File: src/rtl/mem_access_unit_pkg.sv
// Shared funct3 encodings, FSM state type and geometry defaults for the
// load/store front-end.
package mem_access_pkg;

    localparam int unsigned DEF_DEPTH = 128;
    localparam int unsigned DEF_AW    = 7;

    localparam logic [2:0] OP_B  = 3'b000;
    localparam logic [2:0] OP_H  = 3'b001;
    localparam logic [2:0] OP_W  = 3'b010;
    localparam logic [2:0] OP_BU = 3'b100;
    localparam logic [2:0] OP_HU = 3'b101;

    typedef enum logic [2:0] {
        IDLE,
        READ,
        CAPT,
        WRITE,
        RESP
    } state_t;

endpackage

File: src/rtl/mem_access_unit_if.sv
// CPU-side request/response channel of the load/store unit.
interface mem_access_unit_if;

    logic        req_valid;
    logic        req_ready;
    logic        req_we;
    logic [2:0]  req_op;
    logic [31:0] req_addr;
    logic [31:0] req_wdata;
    logic        resp_valid;
    logic [31:0] resp_rdata;
    logic        resp_err;

    modport master (
        output req_valid, req_we, req_op, req_addr, req_wdata,
        input  req_ready, resp_valid, resp_rdata, resp_err
    );

    modport slave (
        input  req_valid, req_we, req_op, req_addr, req_wdata,
        output req_ready, resp_valid, resp_rdata, resp_err
    );

endinterface

File: src/rtl/mem_access_unit_lane.sv
// Little-endian lane extraction/extension for loads, lane merge for
// sub-word stores, and alignment check.
module mem_lane_unit
    import mem_access_pkg::*;
(
    input  logic [31:0] word,
    input  logic [1:0]  lane,
    input  logic [2:0]  op,
    input  logic [31:0] sdata,
    output logic [31:0] load_val,
    output logic [31:0] store_word,
    output logic        misalign
);

    logic [31:0] byte_sh;
    logic [31:0] half_sh;

    always_comb begin
        byte_sh  = word >> {lane, 3'b000};
        half_sh  = word >> {lane[1], 4'b0000};
        load_val = '0;
        case (op)
            OP_B:    load_val = {{24{byte_sh[7]}}, byte_sh[7:0]};
            OP_BU:   load_val = {24'h0, byte_sh[7:0]};
            OP_H:    load_val = {{16{half_sh[15]}}, half_sh[15:0]};
            OP_HU:   load_val = {16'h0, half_sh[15:0]};
            OP_W:    load_val = word;
            default: load_val = '0;
        endcase
    end

    always_comb begin
        store_word = word;
        case (op)
            OP_B:    store_word[{lane, 3'b000} +: 8]     = sdata[7:0];
            OP_H:    store_word[{lane[1], 4'b0000} +: 16] = sdata[15:0];
            OP_W:    store_word = sdata;
            default: store_word = word;
        endcase
    end

    always_comb begin
        misalign = 1'b0;
        case (op)
            OP_H, OP_HU: misalign = lane[0];
            OP_W:        misalign = |lane;
            default:     misalign = 1'b0;
        endcase
    end

endmodule

File: src/rtl/mem_access_unit.sv
// Byte-addressed RISC-V load/store front-end for a word-indexed memory with
// registered reads; sub-word stores are done as read-modify-write.
module mem_access_unit
    import mem_access_pkg::*;
#(
    parameter int unsigned DEPTH = DEF_DEPTH,
    parameter int unsigned AW    = DEF_AW
) (
    input  logic               clk,
    input  logic               rst,
    mem_access_unit_if.slave   bus,
    output logic [31:0]        m_addr,
    output logic [31:0]        m_w_data,
    output logic               mem_write,
    input  logic [31:0]        m_r_data
);

    state_t      state;
    state_t      state_nx;
    logic [1:0]  lane_q;
    logic [2:0]  op_q;
    logic        we_q;
    logic [31:0] wdata_q;

    logic [1:0]  lane_sel;
    logic [2:0]  op_sel;
    logic [31:0] load_val;
    logic [31:0] store_word;
    logic        misalign;
    logic        illegal;
    logic        out_of_range;
    logic        req_err;
    logic        accept;

    // The lane unit serves both the IDLE error decode (live request) and
    // the CAPT extract/merge (latched request).
    assign lane_sel = (state == IDLE) ? bus.req_addr[1:0] : lane_q;
    assign op_sel   = (state == IDLE) ? bus.req_op : op_q;

    mem_lane_unit u_lane (
        .word       (m_r_data),
        .lane       (lane_sel),
        .op         (op_sel),
        .sdata      (wdata_q),
        .load_val   (load_val),
        .store_word (store_word),
        .misalign   (misalign)
    );

    always_comb begin
        illegal = 1'b1;
        case (bus.req_op)
            OP_B, OP_H, OP_W: illegal = 1'b0;
            OP_BU, OP_HU:     illegal = bus.req_we;
            default:          illegal = 1'b1;
        endcase
    end

    assign out_of_range = (bus.req_addr[31:2] >= 30'(DEPTH));
    assign req_err      = misalign | illegal | out_of_range;
    assign accept       = bus.req_valid && (state == IDLE);

    always_ff @(posedge clk or posedge rst) begin
        if (rst) state <= IDLE;
        else     state <= state_nx;
    end

    always_comb begin
        state_nx = state;
        case (state)
            IDLE: begin
                if (bus.req_valid) begin
                    if (req_err)                              state_nx = RESP;
                    else if (bus.req_we && bus.req_op == OP_W) state_nx = WRITE;
                    else                                      state_nx = READ;
                end
            end
            READ:    state_nx = CAPT;
            CAPT:    state_nx = we_q ? WRITE : RESP;
            WRITE:   state_nx = RESP;
            RESP:    state_nx = IDLE;
            default: state_nx = IDLE;
        endcase
    end

    always_comb begin
        bus.req_ready  = (state == IDLE);
        mem_write      = (state == WRITE);
        bus.resp_valid = (state == RESP);
    end

    always_ff @(posedge clk or posedge rst) begin
        if (rst) begin
            lane_q         <= '0;
            op_q           <= '0;
            we_q           <= 1'b0;
            wdata_q        <= '0;
            bus.resp_rdata <= '0;
            bus.resp_err   <= 1'b0;
            m_addr         <= '0;
            m_w_data       <= '0;
        end else if (accept) begin
            lane_q         <= bus.req_addr[1:0];
            op_q           <= bus.req_op;
            we_q           <= bus.req_we;
            wdata_q        <= bus.req_wdata;
            bus.resp_err   <= req_err;
            bus.resp_rdata <= '0;
            // Errors leave the memory-side address/data untouched.
            if (!req_err) begin
                m_addr <= {{(32 - AW){1'b0}}, bus.req_addr[AW+1:2]};
                if (bus.req_we && bus.req_op == OP_W) m_w_data <= bus.req_wdata;
            end
        end else if (state == CAPT) begin
            if (we_q) m_w_data       <= store_word;
            else      bus.resp_rdata <= load_val;
        end
    end

endmodule

File: src/flat_wrapper.sv
// flat-port wrapper written by rule: the top's interface ports become plain ports
module mem_access_unit_flat import mem_access_pkg::*;
#(
    parameter int unsigned DEPTH = DEF_DEPTH,
    parameter int unsigned AW    = DEF_AW
)
  (clk, rst, m_addr, m_w_data, mem_write, m_r_data, bus_req_valid, bus_req_we, bus_req_op, bus_req_addr, bus_req_wdata, bus_req_ready, bus_resp_valid, bus_resp_rdata, bus_resp_err);
  mem_access_unit_if bus_i ();
  input  logic clk;
  input  logic rst;
  output logic [31:0] m_addr;
  output logic [31:0] m_w_data;
  output logic mem_write;
  input  logic [31:0] m_r_data;
  input wire logic [$bits(bus_i.req_valid)-1:0] bus_req_valid;
  input wire logic [$bits(bus_i.req_we)-1:0] bus_req_we;
  input wire logic [$bits(bus_i.req_op)-1:0] bus_req_op;
  input wire logic [$bits(bus_i.req_addr)-1:0] bus_req_addr;
  input wire logic [$bits(bus_i.req_wdata)-1:0] bus_req_wdata;
  output wire logic [$bits(bus_i.req_ready)-1:0] bus_req_ready;
  output wire logic [$bits(bus_i.resp_valid)-1:0] bus_resp_valid;
  output wire logic [$bits(bus_i.resp_rdata)-1:0] bus_resp_rdata;
  output wire logic [$bits(bus_i.resp_err)-1:0] bus_resp_err;
  assign bus_i.req_valid = bus_req_valid;
  assign bus_i.req_we = bus_req_we;
  assign bus_i.req_op = bus_req_op;
  assign bus_i.req_addr = bus_req_addr;
  assign bus_i.req_wdata = bus_req_wdata;
  assign bus_req_ready = bus_i.req_ready;
  assign bus_resp_valid = bus_i.resp_valid;
  assign bus_resp_rdata = bus_i.resp_rdata;
  assign bus_resp_err = bus_i.resp_err;
  mem_access_unit #(.DEPTH(DEPTH), .AW(AW)) u_core (.clk(clk), .rst(rst), .bus(bus_i), .m_addr(m_addr), .m_w_data(m_w_data), .mem_write(mem_write), .m_r_data(m_r_data));
endmodule
File: config.mk
export PLATFORM = sky130hd
export DESIGN_NAME = mem_access_unit_flat
export DESIGN_NICKNAME = d
export VERILOG_FILES = /design/src/rtl/mem_access_unit_pkg.sv /design/src/rtl/mem_access_unit_if.sv /design/src/rtl/mem_access_unit_lane.sv /design/src/rtl/mem_access_unit.sv /design/src/flat_wrapper.sv
export SDC_FILE = /design/constraint.sdc
export NUM_CORES = 1
export LEC_CHECK = 0
export CAP_MARGIN = 40
export CORE_ASPECT_RATIO = 0.5
export CORE_MARGIN = 8
export CORE_UTILIZATION = 47
export CTS_CLUSTER_DIAMETER = 60
export DETAILED_ROUTE_END_ITERATION = 6
export PLACE_DENSITY = 0.81
export SLEW_MARGIN = 20
export SYNTH_ARGS = -nofsm -noshare
export SYNTH_HDL_FRONTEND = slang
export SYNTH_SLANG_ARGS = --single-unit
File: constraint.sdc
create_clock -name clk -period 4.1 [get_ports clk]
set_input_delay 0.82 -clock clk [delete_from_list [all_inputs] [get_ports clk]]
set_output_delay 0.82 -clock clk [all_outputs]
set_load 0.05 [all_outputs]
==> Implementation_results.wiki, run 1 <==
{| class="wikitable"
! Metric !! Value
|-
| Initial core utilization || 0.473
|-
| Number of global-route vias before repair || 6458
|-
| Seq/Total Area, Yosys || 0.449
|-
| Vias per Instance || roughly 6.1
|-
| Proportion of netlist area held by the largest area contributor || 0.449
|-
| Final critical delay including setup and external delays || between 3000 and 4000 ps
|-
| Max VDD drop || 0.000218 V
|-
| Final Worst Setup Slack || 578 ps
|-
| Average wire per cell in the routed design || 21.8 um
|-
| Hold Vio Cnt, Final || 0
|-
| Post-place instance area || ~8100 um2
|-
| Critical path launch point || u_core.state[1]$_DFFE_PP0P_
|-
| Cell count after synthesis || just under 700
|-
| Die extent in y || 97.9 um
|-
| Clock insertion delay at the later pin of the skew report || approximately 410 ps
|-
| Post-CTS repair timing setup buffer count || 0
|-
| Most frequent standard cell in the layout excluding fill and tap cells || sky130_fd_sc_hd__clkdlybuf4s50_1
|-
| Cells on Worst Hold Path || 2
|-
| Overall die width || between 150 and 200 um
|-
| Post-route cell area || 8750 um2
|-
| Number of levels the H-tree was split into || 4
|-
| Area growth syn-to-layout || 38.9%
|-
| Final count of pins violating max slew || 0
|-
| Half-perimeter wire length after detailed placement || ~16000 um
|-
| Largest fanout of any net on the critical path || 21
|-
| Largest net degree at the start of global routing || 65
|-
| Wire length of the first global-routing pass || about 35000 um
|-
| Most area-hungry cell type in the Yosys netlist || sky130_fd_sc_hd__dfrtp_1
|-
| Std cell rows || 30
|-
| Diode count || 0
|-
| Count of different cell masters after synthesis || 63
|-
| Cell chosen for the clock root || sky130_fd_sc_hd__clkbuf_16
|-
| Max Root-Sink Buffers || 2
|-
| Clock tree from TritonCTS || done
|-
| Netlist Area Pre-Place || between 6000 and 7000 um2
|-
| Flip-flop and latch count after synthesis || roughly 110
|-
| Share of cells above drive strength 1 || 0.0966
|-
| Number of buffer cells added on primary ports || 177
|-
| Synthesis Warnings || 0
|-
| Final core utilization || 0.657
|-
| Worst Reg2Reg Path Length in Cells || 10
|-
| Commonest cells after routing, fill and taps aside || 177 x sky130_fd_sc_hd__clkdlybuf4s50_1, 150 x sky130_fd_sc_hd__nand2_1, 113 x sky130_fd_sc_hd__dfrtp_1
|-
| PwrDens || approximately 390 nW/um2
|-
| Reg-to-Reg Start || u_core.state[1]$_DFFE_PP0P_
|-
| Critical setup path kind || reg -> reg
|-
| TritonCTS sink count || about 110
|-
| Unrepaired setup endpoints after global routing || no
|-
| Antenna violation net count after detailed routing || 0
|-
| Cts-stage hold buffer count || 0
|-
| Launching element type of the critical path || flop
|-
| Mapped Avg Cell Area || between 9 and 10 um2
|-
| Max Freq || 284 MHz
|-
| Final setup fails || 0
|-
| Post-placement setup slack || between 300 and 400 ps
|-
| Leakage power figure || about 3.8 nW
|-
| Number of antenna violations at the first check in global routing || 0
|-
| Ratio of final minimum period to clock period || 0.859
|-
| Area enclosed by the die boundary || 17600 um2
|-
| Std-Cell Core Area || about 13000 um2
|-
| Worst Hold Class || reg -> reg
|-
| Last weighted congestion value of the routability-driven placer || around 0.94
|-
| Outcome || finished clean
|-
| Cells taking the most area after synthesis || sky130_fd_sc_hd__dfrtp_1 45%, sky130_fd_sc_hd__nand2_1 9.0%, sky130_fd_sc_hd__a221o_1 4.9%
|-
| Slew at the pin closest to its max-slew limit || slightly above 800 ps
|-
| Top flip-flop cell by instance count after synthesis || sky130_fd_sc_hd__dfrtp_1
|-
| Min-delay src || u_core.wdata_q[27]$_DFFE_PP0P_
|-
| Post-Route Skew || between 8 and 9 ps
|-
| Gr usage total || 0.250
|-
| Number of design-rule violations left by the first detailed-router iteration || between 700 and 800
|-
| Worst rel slew slack || 0.449
|-
| DR vias || between 6000 and 7000
|-
| Total CTS buffers || 17
|-
| Clock-pin slew reported for the worst setup and hold paths after clock tree synthesis || roughly 60 ps
|-
| Nets || roughly 950
|-
| Overall overflow remaining after global route || 0
|-
| Endpoint class of the critical path || flop
|-
| Count of instances resized after the clock tree is built || 0
|-
| Number of top-level pins || between 200 and 250
|-
| First-pass DRT Iterations || 5
|-
| Async S/R FF share, synth || 1.00
|-
| Remaining design rule violation count || 0
|-
| Crit path arrival time || around 3800 ps
|-
| Setup TNS || 0 ps
|-
| Detailed Route WL || ~23000 um
|-
| Number of enable flip-flop cells after synthesis || 0
|-
| MaxCap Viol Count || 0
|-
| Endpoint required time on the critical path || between 4000 and 5000 ps
|}
-- metal layers --
layer / track usage / routed length (um) / vias to the layer above
li1: - / - / 2774
met1: 0.315 / 9080 / 3041
met2: 0.383 / 10300 / 425
met3: 0.0934 / 2590 / 60
met4: 0.101 / 595 / 0
met5: 0 / 0 / -
-- worst paths after layout --
kind / slack (ps) / end
worst max-delay path: 580 / u_core.m_w_data[23]$_DFFE_PP0P_
worst min-delay path: 480 / u_core.wdata_q[27]$_DFFE_PP0P_
worst max register to register: 580 / u_core.m_w_data[23]$_DFFE_PP0P_
worst min register to register: 480 / u_core.wdata_q[27]$_DFFE_PP0P_
max in group asynchronous: 2640 / u_core.op_q[1]$_DFFE_PP0P_
min in group asynchronous: 630 / u_core.bus.resp_rdata[27]$_DFFE_PP0P_
-- critical path, stage by stage, from the launching register on --
cell	delay (ps)
sky130_fd_sc_hd__dfrtp_1	480
sky130_fd_sc_hd__or3_4	570
sky130_fd_sc_hd__inv_2	260
sky130_fd_sc_hd__a21o_1	310
sky130_fd_sc_hd__inv_1	180
sky130_fd_sc_hd__ha_1	300
sky130_fd_sc_hd__nor2_1	160
sky130_fd_sc_hd__a31oi_1	140
sky130_fd_sc_hd__a2111oi_4	650
sky130_fd_sc_hd__a21oi_1	130
sky130_fd_sc_hd__o21ai_0	230
-- synth_stat cells (11+ instances only) --
cell type and number:
sky130_fd_sc_hd__nand2_1 151, sky130_fd_sc_hd__dfrtp_1 113, sky130_fd_sc_hd__clkbuf_1 22, sky130_fd_sc_hd__a221oi_1 16
sky130_fd_sc_hd__o211ai_1 17, sky130_fd_sc_hd__buf_2 17, sky130_fd_sc_hd__nor2_1 33, sky130_fd_sc_hd__o21ai_0 34
sky130_fd_sc_hd__nand3_1 12, sky130_fd_sc_hd__o31ai_1 16, sky130_fd_sc_hd__a21oi_1 23, sky130_fd_sc_hd__a221o_1 31
sky130_fd_sc_hd__buf_4 25, sky130_fd_sc_hd__nor3_1 11
-- through the flow --
stage	hold slack, ps	total power, mW	instances
floorplan	445	1.70	702
global placement	458	1.94	1002
detailed placement	463	1.95	1002
CTS	480	3.42	1034
global route	506	3.56	1035
finish	479	3.44	1035
-- power breakdown --
| group | total [mW] | switching, mW | internal, mW |
|---|---|---|---|
| sequential | 1.25 | 0.0773 | 1.18 |
| clock | 1.47 | 0.545 | 0.928 |
| combinational | 0.713 | 0.432 | 0.281 |
| total | 3.44 | 1.05 | 2.38 |
-- layout make-up --
cell class / instances / area [um2]
sequential: 113 / 2830
fill: 1054 / 4580
clock inverter: 12 / 134
timing repair buffer: 195 / 1940
multi-input combinational: 509 / 3130
clock buffer: 20 / 457
inverter: 10 / 40.0
tap: 176 / 220
-- state kept, by name, summed over array words and instances (netlist names) --
register               flops
u_core.bus.resp_err        1
u_core.bus.resp_rdata     32
u_core.lane_q              2
u_core.m_addr              7
u_core.m_w_data           32
u_core.op_q                3
u_core.state               3
u_core.wdata_q            32
u_core.we_q                1
-- kinds of logic (layout without fill, tap and decap cells) --
| family | count (synthesis) | in the layout | share of synthesized area |
|---|---|---|---|
| compound gates | 208 | 208 | 0.258 |
| fa+ha+maj | 5 | 5 | 0.00993 |
| buf+inv | 80 | 237 | 0.0695 |
| flops | 113 | 113 | 0.449 |
| mux | 17 | 17 | 0.0334 |
| other cells | 1 | 25 | 0.000595 |
| simple gates | 254 | 254 | 0.180 |
Power figures use the tool's default switching activity.
==> run 2, diff against run 1 <==
--- a/config.mk
+++ b/config.mk
@@ -5,13 +5,14 @@
 export SDC_FILE = /design/constraint.sdc
 export NUM_CORES = 1
 export LEC_CHECK = 0
+export ABC_AREA = 1
 export CAP_MARGIN = 40
 export CORE_ASPECT_RATIO = 0.5
 export CORE_MARGIN = 8
-export CORE_UTILIZATION = 47
+export CORE_UTILIZATION = 50
 export CTS_CLUSTER_DIAMETER = 60
 export DETAILED_ROUTE_END_ITERATION = 6
-export PLACE_DENSITY = 0.81
+export PLACE_DENSITY = 0.82
 export SLEW_MARGIN = 20
 export SYNTH_ARGS = -nofsm -noshare
 export SYNTH_HDL_FRONTEND = slang
==> run 2 against run 1 <==
Routed wire length increased by 36%; first-iteration DRC count up 39%; setup slack improved by 76 ps; die area rose by 13%; clock skew increased by 3.6 ps; sequential power increased by 16%; synthesized area is 22% higher; critical path type is now in -> reg; critical endpoint is now u_core.m_w_data[7]$_DFFE_PP0P_.
==> Implementation_results.wiki, run 2 <==
{| class="wikitable"
! Metric !! Value
|-
| Wire length of the first global-routing pass || between 40000 and 50000 um
|-
| Max Freq || slightly below 300 MHz
|-
| Number of top-level pins || 203
|-
| Area growth syn-to-layout || 31.1%
|-
| Endpoint required time on the critical path || around 4400 ps
|-
| Master of the slowest instance on the critical path || sky130_fd_sc_hd__ha_1
|-
| Sw Ratio || 0.425
|-
| Share of cells above drive strength 1 || 0.0553
|-
| Number of enable flip-flop cells after synthesis || 0
|-
| Total buffers and inverters traversed by the critical path || 2
|-
| PwrDens || around 480 nW/um2
|-
| Diode count || 0
|-
| Filler cells || between 1000 and 1500
|-
| Largest net degree at the start of global routing || 65
|-
| Setup TNS || 0 ps
|-
| Post-placement setup slack || about 290 ps
|-
| List of cells traversed by the critical path || clkdlybuf4s50_1, nand3b_2, nand2_1, buf_4, ha_1, nand3_1, nor3_1, o21ai_0, nand3_1, nand2_1, nand2_1, nand2_1, nand2_1
|-
| Leading registers by flop count || u_core.bus.resp_rdata x32, u_core.m_w_data x32, u_core.wdata_q x32
|-
| DR vias || 8790
|-
| Netlist Area Pre-Place || 7700 um2
|-
| Most frequent standard cell in the layout excluding fill and tap cells || sky130_fd_sc_hd__nand2_1
|-
| Ratio of final minimum period to clock period || 0.841
|-
| Number of design-rule violations left by the first detailed-router iteration || about 1000
|-
| Synthesis Warnings || 0
|-
| Async S/R FF share, synth || 1.00
|-
| Last weighted congestion value of the routability-driven placer || between 1 and 1.5
|-
| Seq/Total Area, Yosys || 0.367
|-
| NetSw || roughly 2.1 mW
|-
| Post-CTS repair timing setup buffer count || 0
|-
| Combinational share of power || 0.408
|-
| Hold Vio Cnt, Final || 0
|-
| Gr usage total || 0.309
|-
| Mapped Avg Cell Area || between 6 and 7 um2
|-
| Most area-hungry cell type in the Yosys netlist || sky130_fd_sc_hd__dfrtp_1
|-
| Count of instances resized after the clock tree is built || 0
|-
| Remaining design rule violation count || 0
|-
| Initial core utilization || 0.505
|-
| Std-Cell Core Area || 15300 um2
|-
| Std cell rows || 32
|-
| Flip-flop and latch count after synthesis || around 110
|-
| Cell with the most instances after synthesis || sky130_fd_sc_hd__nand2_1
|-
| Post-Route Skew || 12.2 ps
|-
| Area enclosed by the die boundary || between 15000 and 20000 um2
|-
| Nets || 1489
|-
| Register area || approximately 2800 um2
|-
| Largest stage delay on the critical path || about 480 ps
|-
| MaxCap Viol Count || 0
|-
| Multi-input gate area in the final layout || about 4100 um2
|-
| Number of buffer cells added on primary ports || between 150 and 200
|-
| Total Power || 4.83 mW
|-
| Count of different cell masters after synthesis || 35
|-
| Cells taking the most area after synthesis || sky130_fd_sc_hd__dfrtp_1 37%, sky130_fd_sc_hd__nand2_1 26%, sky130_fd_sc_hd__nand3_1 7.3%
|-
| Worst Hold Class || reg -> reg
|-
| Commonest cells after routing, fill and taps aside || 526 x sky130_fd_sc_hd__nand2_1, 177 x sky130_fd_sc_hd__clkdlybuf4s50_1, 140 x sky130_fd_sc_hd__nor2_1
|-
| Worst rel slew slack || 0.566
|-
| Critical path's most frequent cell || sky130_fd_sc_hd__nand2_1
|-
| Outcome || finished clean
|-
| Final critical delay including setup and external delays || between 3000 and 4000 ps
|-
| First-pass DRT Iterations || 6
|-
| Crit path arrival time || around 3800 ps
|-
| Vias per Instance || between 5 and 6
|-
| Antenna violation net count after detailed routing || 0
|-
| Number of global-route vias before repair || approximately 8600
|-
| Cts-stage hold buffer count || 0
|-
| Internal Dissipation || between 2 and 3 mW
|-
| Max VDD drop || approximately 0.00038 V
|-
| Number of antenna violations at the first check in global routing || 0
|-
| Proportion of netlist area held by the largest area contributor || 0.367
|-
| Final Worst Setup Slack || 654 ps
|-
| Leading post-synthesis cells by instance count || 526 x sky130_fd_sc_hd__nand2_1, 140 x sky130_fd_sc_hd__nor2_1, 113 x sky130_fd_sc_hd__dfrtp_1, 113 x sky130_fd_sc_hd__nand3_1, 87 x sky130_fd_sc_hd__inv_1
|-
| Final count of pins violating max slew || 0
|-
| Max Root-Sink Buffers || 2
|-
| Overall overflow remaining after global route || 0
|-
| Launching element type of the critical path || input pin
|-
| Critical setup path kind || in -> reg
|-
| Number of levels the H-tree was split into || 4
|-
| Leakage power figure || about 5.3 nW
|-
| Die extent in y || 104 um
|-
| Hold Worst Slack || around 480 ps
|-
| Endpoint class of the critical path || flop
|-
| Detailed Route WL || 30800 um
|-
| Share of power burned in registers || 0.300
|-
| Cell chosen for the clock root || sky130_fd_sc_hd__clkbuf_16
|-
| Total CTS buffers || 17
|-
| Overall die width || ~190 um
|-
| Cell count after synthesis || ~1200
|-
| Cell family with most CP delay || simple AND/OR/NAND/NOR gates
|-
| Unrepaired setup endpoints after global routing || no
|-
| Half-perimeter wire length after detailed placement || around 23000 um
|-
| Clock tree from TritonCTS || done
|-
| Clock-pin slew reported for the worst setup and hold paths after clock tree synthesis || roughly 60 ps
|-
| Final setup fails || 0
|-
| Largest fanout of any net on the critical path || 14
|-
| Slew at the pin closest to its max-slew limit || around 650 ps
|-
| Top flip-flop cell by instance count after synthesis || sky130_fd_sc_hd__dfrtp_1
|-
| Clock Power Share || 0.292
|-
| TritonCTS sink count || roughly 110
|-
| Average wire per cell in the routed design || 19.3 um
|-
| Clock insertion delay at the later pin of the skew report || roughly 400 ps
|}
run 2: cell count changes after synthesis, moves of 15 or more:
cell	previous run	this run
sky130_fd_sc_hd__nand3_1	12	113
sky130_fd_sc_hd__nor2_1	33	140
sky130_fd_sc_hd__inv_1	9	87
sky130_fd_sc_hd__o211ai_1	17	2
sky130_fd_sc_hd__o31ai_1	16	0
sky130_fd_sc_hd__nand2_1	151	526
sky130_fd_sc_hd__a221oi_1	16	0
sky130_fd_sc_hd__o21ai_0	34	77
sky130_fd_sc_hd__a221o_1	31	0
sky130_fd_sc_hd__a21oi_1	23	8
run 2: final cells by class:
class                           instances  share of cell area
Inverter                               92              0.0344
Clock buffer                           21              0.0456
Multi-Input combinational cell        959               0.410
Timing Repair Buffer                  198               0.196
Tap cell                              204              0.0253
Clock inverter                         10             0.00855
Sequential cell                       113               0.280
run 2: cell families (layout without fill, tap and decap cells):
kind of cell,Yosys count,after routing,synth area share
AND/OR/NAND/NOR,822,822,0.441
buffers and inverters,178,321,0.108
flip-flops,113,113,0.367
AO/OA/AOI/OAI,107,107,0.0753
adder cells (fa/ha/maj),5,5,0.00812
other,1,25,0.000487
run 2: power groups by stage:
stage          logic [mW]  clock network [mW]  registers (mW)
2_1_floorplan       0.802                   0            1.89
3_3_place_gp         1.91                   0            1.45
3_5_place_dp         1.94                   0            1.45
4_1_cts              1.95                1.42            1.44
5_1_grt              2.12                1.47            1.46
6_report             1.97                1.41            1.45
run 2: layer usage:
metal	vias to the layer above	global-route usage	wire length, um
li1	4100	-	-
met2	533	0.446	12800
met1	4097	0.433	13300
met3	60	0.103	4000
met5	-	0	0
met4	0	0.0874	589
run 2: tightest hold or removal path, cell delays in order, from the launching register on:
cell	delay, ps
sky130_fd_sc_hd__dfrtp_1	340
sky130_fd_sc_hd__nand2_1	50
sky130_fd_sc_hd__nand2_1	60
run 2: stage by stage:
stage / util / std cells / area (um2)
2_1_floorplan: - / 1250 / 7790
3_3_place_gp: 0.624 / 1564 / 9510
3_5_place_dp: 0.625 / 1565 / 9530
4_1_cts: 0.660 / 1596 / 10100
5_1_grt: 0.662 / 1597 / 10100
6_report: 0.662 / 1597 / 10100
run 2: final timing paths:
path / startpoint / endpoint / slack, ps / cells past startpoint
max in group asynchronous: rst / u_core.wdata_q[5]$_DFFE_PP0P_ / 2620 / 4
max reg2reg: u_core.state[0]$_DFFE_PP0P_ / u_core.m_w_data[7]$_DFFE_PP0P_ / 1000 / 13
min: u_core.bus.resp_rdata[8]$_DFFE_PP0P_ / u_core.bus.resp_rdata[8]$_DFFE_PP0P_ / 480 / 2
max: bus_req_addr[1] / u_core.m_w_data[7]$_DFFE_PP0P_ / 650 / 13
min reg2reg: u_core.bus.resp_rdata[8]$_DFFE_PP0P_ / u_core.bus.resp_rdata[8]$_DFFE_PP0P_ / 480 / 2
min in group asynchronous: rst / u_core.m_w_data[28]$_DFFE_PP0P_ / 650 / 2
==> run 3, diff against run 2 <==
--- a/config.mk
+++ b/config.mk
@@ -9,10 +9,10 @@
 export CAP_MARGIN = 40
 export CORE_ASPECT_RATIO = 0.5
 export CORE_MARGIN = 8
-export CORE_UTILIZATION = 50
+export CORE_UTILIZATION = 45
 export CTS_CLUSTER_DIAMETER = 60
 export DETAILED_ROUTE_END_ITERATION = 6
-export PLACE_DENSITY = 0.82
+export PLACE_DENSITY = 0.78
 export SLEW_MARGIN = 20
 export SYNTH_ARGS = -nofsm -noshare
 export SYNTH_HDL_FRONTEND = slang
==> constraint.sdc (replaced) <==
create_clock -name clk -period 3.1 [get_ports clk]
set_input_delay 0.62 -clock clk [delete_from_list [all_inputs] [get_ports clk]]
set_output_delay 0.62 -clock clk [all_outputs]
set_load 0.05 [all_outputs]
==> run 3 against run 2 <==
Non-clock buffer count grew 11; register-to-register slack worse by 620 ps; core utilization down 4.0 points; cell count grew 2.1%; routed wire length down 1.2%; clock skew about the same; sequential power rose by 32%; largest power group unchanged.
==> Implementation_results.wiki, run 3 (synthesized netlist as in run 2, its figures left out) <==
{| class="wikitable"
! Metric !! Value
|-
| Vias per Instance || around 5.3
|-
| Diode count || 0
|-
| Share of cells above drive strength 1 || 0.0627
|-
| Final count of pins violating max slew || 0
|-
| Number of design-rule violations left by the first detailed-router iteration || between 700 and 800
|-
| Min-delay src || u_core.m_addr[2]$_DFFE_PP0P_
|-
| Commonest cells after routing, fill and taps aside || 526 x sky130_fd_sc_hd__nand2_1, 177 x sky130_fd_sc_hd__clkdlybuf4s50_1, 140 x sky130_fd_sc_hd__nor2_1
|-
| Endpoint class of the critical path || output port
|-
| Max Root-Sink Buffers || 2
|-
| Overall die width || ~200 um
|-
| Worst rel slew slack || 0.611
|-
| Critical path launch point || u_core.state[1]$_DFFE_PP0P_
|-
| Hold-critical path endpoint || u_core.m_addr[2]$_DFFE_PP0P_
|-
| Setup slack on the worst flop-to-flop path || ~380 ps
|-
| Slew at the pin closest to its max-slew limit || just under 600 ps
|-
| Leading registers by flop count || u_core.bus.resp_rdata x32, u_core.m_w_data x32, u_core.wdata_q x32
|-
| Filler cells || roughly 1500
|-
| Count of instances resized after the clock tree is built || 0
|-
| Die extent in y || approximately 110 um
|-
| Std-Cell Core Area || ~17000 um2
|-
| Final core utilization || 0.622
|-
| Half-perimeter wire length after detailed placement || between 20000 and 25000 um
|-
| Max VDD drop || about 0.00056 V
|-
| Number of levels the H-tree was split into || 4
|-
| R2R Path End || u_core.m_w_data[23]$_DFFE_PP0P_
|-
| Wire length of the first global-routing pass || approximately 48000 um
|-
| Clock-pin slew reported for the worst setup and hold paths after clock tree synthesis || 60 ps
|-
| Leakage power figure || roughly 5.4 nW
|-
| Largest fanout of any net on the critical path || 5
|-
| PwrDens || 635 nW/um2
|-
| Crit path arrival time || 2190 ps
|-
| Critical setup path kind || reg -> out
|-
| Nets || 1500
|-
| Hold Worst Slack || approximately 480 ps
|-
| Post-place instance area || 9710 um2
|-
| Reg-to-Reg Start || u_core.state[0]$_DFFE_PP0P_
|-
| Largest net degree at the start of global routing || 67
|-
| Cts-stage hold buffer count || 0
|-
| First-pass DRT Iterations || 6
|-
| Total Power || between 6 and 7 mW
|-
| Remaining design rule violation count || 0
|-
| Total CTS buffers || 17
|-
| Post-route cell area || approximately 10000 um2
|-
| Post-CTS repair timing setup buffer count || 0
|-
| Area growth syn-to-layout || 33.6%
|-
| Number of global-route vias before repair || ~8000
|-
| Worst Reg2Reg Path Length in Cells || 16
|-
| Outcome || finished clean
|-
| Initial core utilization || 0.465
|-
| Most frequent standard cell in the layout excluding fill and tap cells || sky130_fd_sc_hd__nand2_1
|-
| Final Worst Setup Slack || between 200 and 300 ps
|-
| Last weighted congestion value of the routability-driven placer || approximately 1.0
|-
| Ratio of final minimum period to clock period || 0.908
|-
| Number of antenna violations at the first check in global routing || 0
|-
| Cells on Worst Hold Path || 2
|-
| Total instance count after detailed placement || 1600
|-
| Number of top-level pins || 203
|-
| Post-Layout Cell Count || roughly 1600
|-
| Final critical delay including setup and external delays || around 2800 ps
|-
| Number of buffer cells added on primary ports || 177
|-
| Area enclosed by the die boundary || 21800 um2
|-
| Unrepaired setup endpoints after global routing || no
|-
| MaxCap Viol Count || 0
|-
| Worst Hold Class || reg -> reg
|-
| Std cell rows || 33
|-
| Final setup fails || 0
|-
| Cell chosen for the clock root || sky130_fd_sc_hd__clkbuf_16
|-
| Clock tree from TritonCTS || done
|-
| Overall overflow remaining after global route || 0
|-
| Detailed Route WL || slightly above 30000 um
|-
| Post-Route Skew || 12.6 ps
|-
| DR vias || between 8000 and 9000
|-
| Clock insertion delay at the later pin of the skew report || 430 ps
|-
| Antenna violation net count after detailed routing || 0
|-
| Endpoint required time on the critical path || about 2500 ps
|-
| Hold Vio Cnt, Final || 0
|-
| Setup TNS || 0 ps
|-
| Average wire per cell in the routed design || 18.6 um
|-
| Max Freq || 355 MHz
|-
| TritonCTS sink count || 113
|-
| Gr usage total || 0.277
|-
| Post-placement setup slack || 161 ps
|-
| Launching element type of the critical path || flop
|}
run 3: power breakdown:
part / leakage, nW / internal, mW / total, mW / switching [mW]
Clock: 0.285 / 1.27 / 2.01 / 0.733
Combinational: 3.60 / 0.837 / 2.62 / 1.78
Sequential: 1.47 / 1.73 / 1.91 / 0.179
Total: 5.35 / 3.84 / 6.54 / 2.70
run 3: worst max-delay path by stage:
stage                                                  to  slack, ps  cells after the start
after floorplan           u_core.m_w_data[23]$_DFFE_PP0P_        110                     16
after global placement    u_core.m_w_data[19]$_DFFE_PP0P_        240                     15
after detailed placement  u_core.m_w_data[23]$_DFFE_PP0P_        160                     15
after CTS                                   bus_req_ready        280                      4
after global routing      u_core.m_w_data[17]$_DFFE_PP0P_        100                     16
final                                       bus_req_ready        290                      4
run 3: cell type report:
type / count / area (um2) / area share
clock buffer: 20 / 447 / 0.0434
clock inverter: 11 / 139 / 0.0135
inverter: 92 / 349 / 0.0339
multi-input combinational: 959 / 4140 / 0.402
sequential: 113 / 2830 / 0.275
tap: 227 / 284 / 0.0276
timing repair buffer: 209 / 2110 / 0.205
run 3: layer usage:
metal	GRT usage	share of wire
met4	0.0689	0.018
met3	0.0812	0.11
met1	0.393	0.45
met2	0.406	0.42
met5	0	0
run 3: critical path, cell delays in order, from the launching register on:
cell and delay [ps]:
sky130_fd_sc_hd__dfrtp_1 430, sky130_fd_sc_hd__inv_1 140, sky130_fd_sc_hd__nand2_1 110, sky130_fd_sc_hd__nor2_2 230, sky130_fd_sc_hd__clkdlybuf4s50_1 870
